[src/rtl/isa_pkg.sv]
// rtl/isa_pkg.sv - shared instruction-format constants and immediate extension classes
package isa_pkg;

    localparam int IMM_W   = 20;
    localparam int FIELD_W = 12;
    localparam int INSTR_W = 32;

    typedef enum logic {
        EXT_ZERO = 1'b0,
        EXT_JUMP = 1'b1
    } ext_sel_t;

    typedef enum logic [1:0] {
        S_IDLE  = 2'd0,
        S_LOAD  = 2'd1,
        S_DRAIN = 2'd2
    } load_state_t;

endpackage

[src/rtl/imm_encode_loader_if.sv]
// rtl/imm_encode_loader_if.sv - word source stream and instruction-memory write port
interface imm_encode_loader_if
    import isa_pkg::*;
#(
    parameter int ADDR_W = 10
) ();

    logic               in_valid;
    logic               in_ready;
    ext_sel_t           in_mode;
    logic [FIELD_W-1:0] in_fields;
    logic [INSTR_W-1:0] in_imm;

    logic               mem_we;
    logic [ADDR_W-1:0]  mem_addr;
    logic [INSTR_W-1:0] mem_wdata;

    modport master (
        output in_valid, in_mode, in_fields, in_imm,
        input  in_ready, mem_we, mem_addr, mem_wdata
    );

    modport slave (
        input  in_valid, in_mode, in_fields, in_imm,
        output in_ready, mem_we, mem_addr, mem_wdata
    );

endinterface

[src/rtl/imm_encode_loader_imm_compress.sv]
// rtl/imm_encode_loader_imm_compress.sv - 32-bit immediate to 20-bit field with legality flag
module imm_compress
    import isa_pkg::*;
(
    input  ext_sel_t           mode,
    input  logic [INSTR_W-1:0] imm,
    output logic [IMM_W-1:0]   imm20,
    output logic               legal
);

    // Jump class is sign-extended from bit 19, so bits 31:19 must all agree.
    always_comb begin
        imm20 = '0;
        legal = 1'b0;
        case (mode)
            EXT_ZERO: begin
                imm20 = {4'b0000, imm[15:0]};
                legal = (imm[31:16] == 16'h0000);
            end
            EXT_JUMP: begin
                imm20 = imm[19:0];
                legal = (&imm[31:19]) | ~(|imm[31:19]);
            end
            default: begin
                imm20 = '0;
                legal = 1'b0;
            end
        endcase
    end

endmodule

[src/rtl/imm_encode_loader.sv]
// rtl/imm_encode_loader.sv - encodes immediates and streams instruction words into memory
module imm_encode_loader
    import isa_pkg::*;
#(
    parameter int ADDR_W = 10,
    parameter int CNT_W  = 11
) (
    input  logic              clk,
    input  logic              rst,
    input  logic              start,
    input  logic [ADDR_W-1:0] base_addr,
    input  logic [CNT_W-1:0]  word_count,
    imm_encode_loader_if.slave bus,
    output logic              busy,
    output logic              done,
    output logic              range_err,
    output logic [ADDR_W-1:0] err_addr
);

    load_state_t        state_q, state_d;
    logic [CNT_W-1:0]   remaining_q;
    logic [ADDR_W-1:0]  addr_q;
    logic               mem_we_q;
    logic [ADDR_W-1:0]  mem_addr_q;
    logic [INSTR_W-1:0] mem_wdata_q;
    logic               done_q;
    logic               range_err_q;
    logic [ADDR_W-1:0]  err_addr_q;

    logic [IMM_W-1:0]   imm20;
    logic               legal;
    logic               xfer;
    logic               last_xfer;
    logic               start_idle;

    imm_compress u_compress (
        .mode  (bus.in_mode),
        .imm   (bus.in_imm),
        .imm20 (imm20),
        .legal (legal)
    );

    assign bus.in_ready = (state_q == S_LOAD) && (remaining_q != '0);
    assign xfer         = bus.in_valid & bus.in_ready;
    assign last_xfer    = xfer && (remaining_q == CNT_W'(1));
    assign start_idle   = (state_q == S_IDLE) && start;

    always_ff @(posedge clk or posedge rst) begin
        if (rst) state_q <= S_IDLE;
        else     state_q <= state_d;
    end

    always_comb begin
        state_d = state_q;
        case (state_q)
            S_IDLE:  if (start && (word_count != '0)) state_d = S_LOAD;
            S_LOAD:  if (last_xfer) state_d = S_DRAIN;
            S_DRAIN: state_d = S_IDLE;
            default: state_d = S_IDLE;
        endcase
    end

    // done is registered so it lands in the DRAIN cycle, alongside the final write.
    always_ff @(posedge clk or posedge rst) begin
        if (rst) begin
            remaining_q <= '0;
            addr_q      <= '0;
            mem_we_q    <= 1'b0;
            mem_addr_q  <= '0;
            mem_wdata_q <= '0;
            done_q      <= 1'b0;
            range_err_q <= 1'b0;
            err_addr_q  <= '0;
        end else begin
            mem_we_q <= xfer;
            done_q   <= ((state_q == S_LOAD) && last_xfer) ||
                        (start_idle && (word_count == '0));
            if (start_idle) begin
                addr_q      <= base_addr;
                remaining_q <= word_count;
                range_err_q <= 1'b0;
                err_addr_q  <= '0;
            end
            if (xfer) begin
                mem_addr_q  <= addr_q;
                mem_wdata_q <= {bus.in_fields, imm20};
                addr_q      <= addr_q + ADDR_W'(1);
                remaining_q <= remaining_q - CNT_W'(1);
                if (!legal && !range_err_q) begin
                    range_err_q <= 1'b1;
                    err_addr_q  <= addr_q;
                end
            end
        end
    end

    assign bus.mem_we    = mem_we_q;
    assign bus.mem_addr  = mem_addr_q;
    assign bus.mem_wdata = mem_wdata_q;
    assign busy          = (state_q != S_IDLE);
    assign done          = done_q;
    assign range_err     = range_err_q;
    assign err_addr      = err_addr_q;

endmodule

[src/flat_wrapper.sv]
// flat-port wrapper written by rule: the top's interface ports become plain ports
module imm_encode_loader_flat import isa_pkg::*;
#(
    parameter int ADDR_W = 10,
    parameter int CNT_W  = 11
)
  (clk, rst, start, base_addr, word_count, busy, done, range_err, err_addr, bus_in_valid, bus_in_mode, bus_in_fields, bus_in_imm, bus_in_ready, bus_mem_we, bus_mem_addr, bus_mem_wdata);
  imm_encode_loader_if #(.ADDR_W(ADDR_W)) bus_i ();
  input  logic clk;
  input  logic rst;
  input  logic start;
  input  logic [ADDR_W-1:0] base_addr;
  input  logic [CNT_W-1:0] word_count;
  output logic busy;
  output logic done;
  output logic range_err;
  output logic [ADDR_W-1:0] err_addr;
  input wire logic [$bits(bus_i.in_valid)-1:0] bus_in_valid;
  input wire logic [$bits(bus_i.in_mode)-1:0] bus_in_mode;
  input wire logic [$bits(bus_i.in_fields)-1:0] bus_in_fields;
  input wire logic [$bits(bus_i.in_imm)-1:0] bus_in_imm;
  output wire logic [$bits(bus_i.in_ready)-1:0] bus_in_ready;
  output wire logic [$bits(bus_i.mem_we)-1:0] bus_mem_we;
  output wire logic [$bits(bus_i.mem_addr)-1:0] bus_mem_addr;
  output wire logic [$bits(bus_i.mem_wdata)-1:0] bus_mem_wdata;
  assign bus_i.in_valid = bus_in_valid;
  assign bus_i.in_mode = bus_in_mode;
  assign bus_i.in_fields = bus_in_fields;
  assign bus_i.in_imm = bus_in_imm;
  assign bus_in_ready = bus_i.in_ready;
  assign bus_mem_we = bus_i.mem_we;
  assign bus_mem_addr = bus_i.mem_addr;
  assign bus_mem_wdata = bus_i.mem_wdata;
  imm_encode_loader #(.ADDR_W(ADDR_W), .CNT_W(CNT_W)) u_core (.clk(clk), .rst(rst), .start(start), .base_addr(base_addr), .word_count(word_count), .bus(bus_i), .busy(busy), .done(done), .range_err(range_err), .err_addr(err_addr));
endmodule
[config.mk]
export PLATFORM = sky130hd
export DESIGN_NAME = imm_encode_loader_flat
export DESIGN_NICKNAME = d
export VERILOG_FILES = /design/src/rtl/isa_pkg.sv /design/src/rtl/imm_encode_loader_if.sv /design/src/rtl/imm_encode_loader_imm_compress.sv /design/src/rtl/imm_encode_loader.sv /design/src/flat_wrapper.sv
export SDC_FILE = /design/constraint.sdc
export NUM_CORES = 1
export LEC_CHECK = 0
export CORE_MARGIN = 4
export CORE_UTILIZATION = 42
export CTS_BUF_LIST = sky130_fd_sc_hd__clkbuf_8
export DETAILED_ROUTE_END_ITERATION = 12
export PLACE_DENSITY = 0.83
export SLEW_MARGIN = 10
export SYNTH_ARGS = -nofsm -noshare
export SYNTH_HDL_FRONTEND = slang
export SYNTH_SLANG_ARGS = --single-unit
export TNS_END_PERCENT = 50
[constraint.sdc]
create_clock -name clk -period 6.9 [get_ports clk]
set_input_delay 1.38 -clock clk [delete_from_list [all_inputs] [get_ports clk]]
set_output_delay 1.38 -clock clk [all_outputs]
set_load 0.02 [all_outputs]
==> results_dict.tcl <==
set metrics [dict create \
    run_status "completed" \
    r2r_slack_ns 3.53 \
    cp_num_buf_inv 3 \
    tritoncts "yes" \
    setup_viol 0 \
    dieWidth_um 99.40 \
    number_of_placement_rows 33 \
    hold-path-cell-count 2 \
    drt-pass1-iter-count 5 \
    initial_utilization 0.4291 \
    antenna_cells 0 \
    worst_ep_required_time_ns 7.13 \
    fin_cells 606 \
    clock_sink_count 78 \
    wirelength_mm 9.316 \
    cts-resized-gates 0 \
    portBuffers 126 \
    h-tree-depth 3 \
    timing_worst_setup_path_type "in -> reg" \
    grt_max_degree 79 \
    hold_viol 0 \
    cts_buffers 9 \
    fin_hold_ws_ns 0.4745 \
    fmax_mhz 266.7 \
    comb_power_frac 0.436 \
    setup.worst_path.end_class "flip-flop" \
    dpl_cells 590 \
    switching_component_of_the_power_uw 819.9 \
    ctsHoldBuffers 0 \
    cp_slowest_stage_delay_ns 0.59 \
    pwr_density_cell_nw_per_um2 414.6 \
    routed_via_density 5.203 \
    crit_fanout 68 \
    core_area_um2 8175 \
    design_area_um2 5027 \
    detail-route-antenna-nets 0 \
    top_layer "met4" \
    post_dp_cell_area_um2 4800 \
    routed-wl-met3_um 612 \
    period_minus_slack_ns 3.750 \
    setup_total_neg_slack_ns 0 \
    slew_headroom 0.2656 \
    detail_route.iter0.violations 148 \
    grt_overflow 0 \
    leakage_power_total_uw 0.002272 \
    clock_latency_ns 0.35 \
    post_synth.cell_area_avg_um2 9.406 \
    hold-path-endpoint "u_core.bus.mem_addr[8]" \
    netlist_instances 373 \
    wire_per_inst_um 15.37 \
    seqPwrFrac 0.377 \
    cts-root-buf "clkbuf_8" \
    min_period_over_period 0.5435 \
    yosys_register_bits 78 \
    synth_sequential_area_ratio 0.5563 \
    number_of_unique_standard_cell_types_used_by_synthesis 46 \
    worst_r2r_startpoint "u_core.remaining_q[0]" \
    grt_pass1_wl_mm 14.97 \
    area_growth_syn_to_layout_pct 43.30 \
    power.switching_fraction 0.3934 \
    slew_violations 0 \
    floorplan.die_area_um2 9879 \
    crit_path_cell_trace "clkdlybuf4s50_1 > and3b_1 > o41ai_4 > buf_4 > inv_2 > nor2_1 > a21oi_1 > o221a_1" \
    synth-async-reset-ratio 1.000 \
    place.gp.congestion 0.8365 \
    grtUsageTotal 0.1877 \
    drv_cap 0 \
    hold_class "reg -> reg" \
    ioPinCount 127 \
    via_count 3153 \
    post_route_cells_drive_above_1_share 0.06188 \
    part_of_the_power_in_the_clock_network 0.187 \
    ff2ff_path_depth 9 \
    min_from "u_core.bus.mem_addr[8]" \
    clock_path_buffers 2 \
    p_int_uw 1264 \
    clk_pin_slew_worst_paths_ns 0.08 \
    cell_with_the_largest_stage_delay_on_the_worst_path "buf_4" \
    power.total_uw 2084 \
    wl_met1_mm 3.884 \
    grt_setup_unrepaired "false" \
    peakVddDrop_v 0.0001674 \
    syn-cell-area_um2 3508 \
    fin_worst_skew_ns 0.01037 \
    cts_setup_buffers 0 \
    cp_top_family "buffers and inverters" \
    nNetsFinal 569 \
    met2_wirelength_mm 4.644 \
    worst_r2r_endpoint "u_core.addr_q[8]" \
    die_y_um 99.40 \
    grt_pass1_vias 3118 \
    dp_hpwl_mm 6.550 \
    antenna_found_initial 0 \
    drc 0 \
    ys.flop_type "dfrtp_1" \
    worst_setup_path_start_kind "input pin" \
    synth_edf_count 0 \
    worstMarginPinSlew_ns 1.093 \
    mappedNetlistNets 446 \
    critical_path_arrival_ns 3.98 \
    ys_warn_count 0 \
]
worst register-to-register path: stages (launching register included):
cell      delay (ns)
dfrtp_1         0.43
inv_1           0.11
ha_1            0.29
nand2b_1        0.18
o41ai_4         0.36
buf_4           0.59
inv_2           0.53
nor2_1          0.42
a21oi_1         0.08
o221a_1         0.26
Yosys cell counts, types with 3 or more instances:
library cell  instances  share of area
nand2_1             144           0.15
nand3_1               9          0.013
buf_6                 7          0.022
dfrtp_1              78           0.56
or2_2                 3         0.0054
nor3_1                6         0.0086
inv_1                 7         0.0075
a21oi_1               8          0.011
or3_4                 3         0.0096
buf_2                 4         0.0057
a22o_1               10          0.025
ha_1                  3          0.011
clkbuf_1              5         0.0054
o211ai_1              3         0.0064
o311ai_0              4          0.010
nand4_1               4         0.0071
nor2_1               17          0.018
nor4_1                7          0.012
o21ai_0              14          0.020
final cells by class:
cell class / count / area [µm²]
fillers: 711 / 3148
multi-input cells: 270 / 1401
well taps: 105 / 131.4
flip-flops and latches: 78 / 1952
clock buffers: 9 / 123.9
repair buffers: 129 / 1284
clock inverters: 7 / 103.9
inverters: 8 / 31.28
worst max-delay path by stage:
stage                          startpoint               end  slack (ns)  cells past startpoint
finish                       bus_in_valid  u_core.addr_q[8]        3.15                      8
global route                 bus_in_valid  u_core.addr_q[8]        3.03                      8
detailed placement           bus_in_valid  u_core.addr_q[8]        2.85                      8
global placement             bus_in_valid  u_core.addr_q[8]        2.94                      8
floorplan                             rst  u_core.addr_q[0]        3.52                      1
CTS                 u_core.remaining_q[4]      bus_in_ready        3.18                      5
sequential cells by signal, summed over array words and instances, names as in the netlist:
register              flops
u_core.remaining_q       11
u_core.state_q            2
u_core.bus.mem_addr      10
u_core.range_err          1
u_core.bus.mem_wdata     32
u_core.bus.mem_we         1
u_core.addr_q            10
u_core.done               1
u_core.err_addr          10
cell usage in the layout (no fill, tap or decap), types with 2 or more instances in the layout:
cell type,count
inv_6,3
nor3_1,6
and3_1,2
nor3b_1,2
or4_1,2
nor4_1,7
inv_1,6
o311ai_0,4
a211o_1,2
clkinv_4,2
or3_4,3
o21ai_0,14
nand3_1,9
a221o_1,2
o41ai_1,2
buf_4,3
ha_1,3
bufinv_16,2
a22o_1,10
nand4_1,4
o211ai_1,3
or2_2,3
a22oi_1,2
nand3b_1,2
nand2_1,144
clkdlybuf4s50_1,126
dfrtp_1,78
nand2b_1,2
a21oi_1,8
clkbuf_8,9
a32oi_1,2
nor2_1,17
stage by stage:
step	setup WS [ns]	utilization
after floorplan	3.525	-
after global placement	2.936	0.5871
after detailed placement	2.851	0.5871
after CTS	3.183	0.6149
after global routing	3.028	0.6149
final	3.150	0.6149
metal layers:
layer	track usage	up-vias
met3	0.04418	16
met2	0.3156	116
met1	0.2314	1492
li1	-	1529
met4	0.07983	0
met5	0	-
cells by family after synthesis:
| family | count (synthesis) | synth area share |
|---|---|---|
| adder cells (fa/ha/maj) | 3 | 0.01070 |
| buffers and inverters | 25 | 0.04423 |
| AO/OA/AOI/OAI | 58 | 0.1266 |
| AND/OR/NAND/NOR | 209 | 0.2621 |
| flip-flops | 78 | 0.5563 |
power groups by stage:
stage          clock network (µW)  logic [µW]  registers [µW]
6_report                      390         909             785
5_1_grt                       417         983             809
4_1_cts                       397         919             784
3_5_place_dp                    0         914             789
3_3_place_gp                    0         888             782
2_1_floorplan                   0         395             910
No activity file was read; power rests on OpenSTA's default activity.
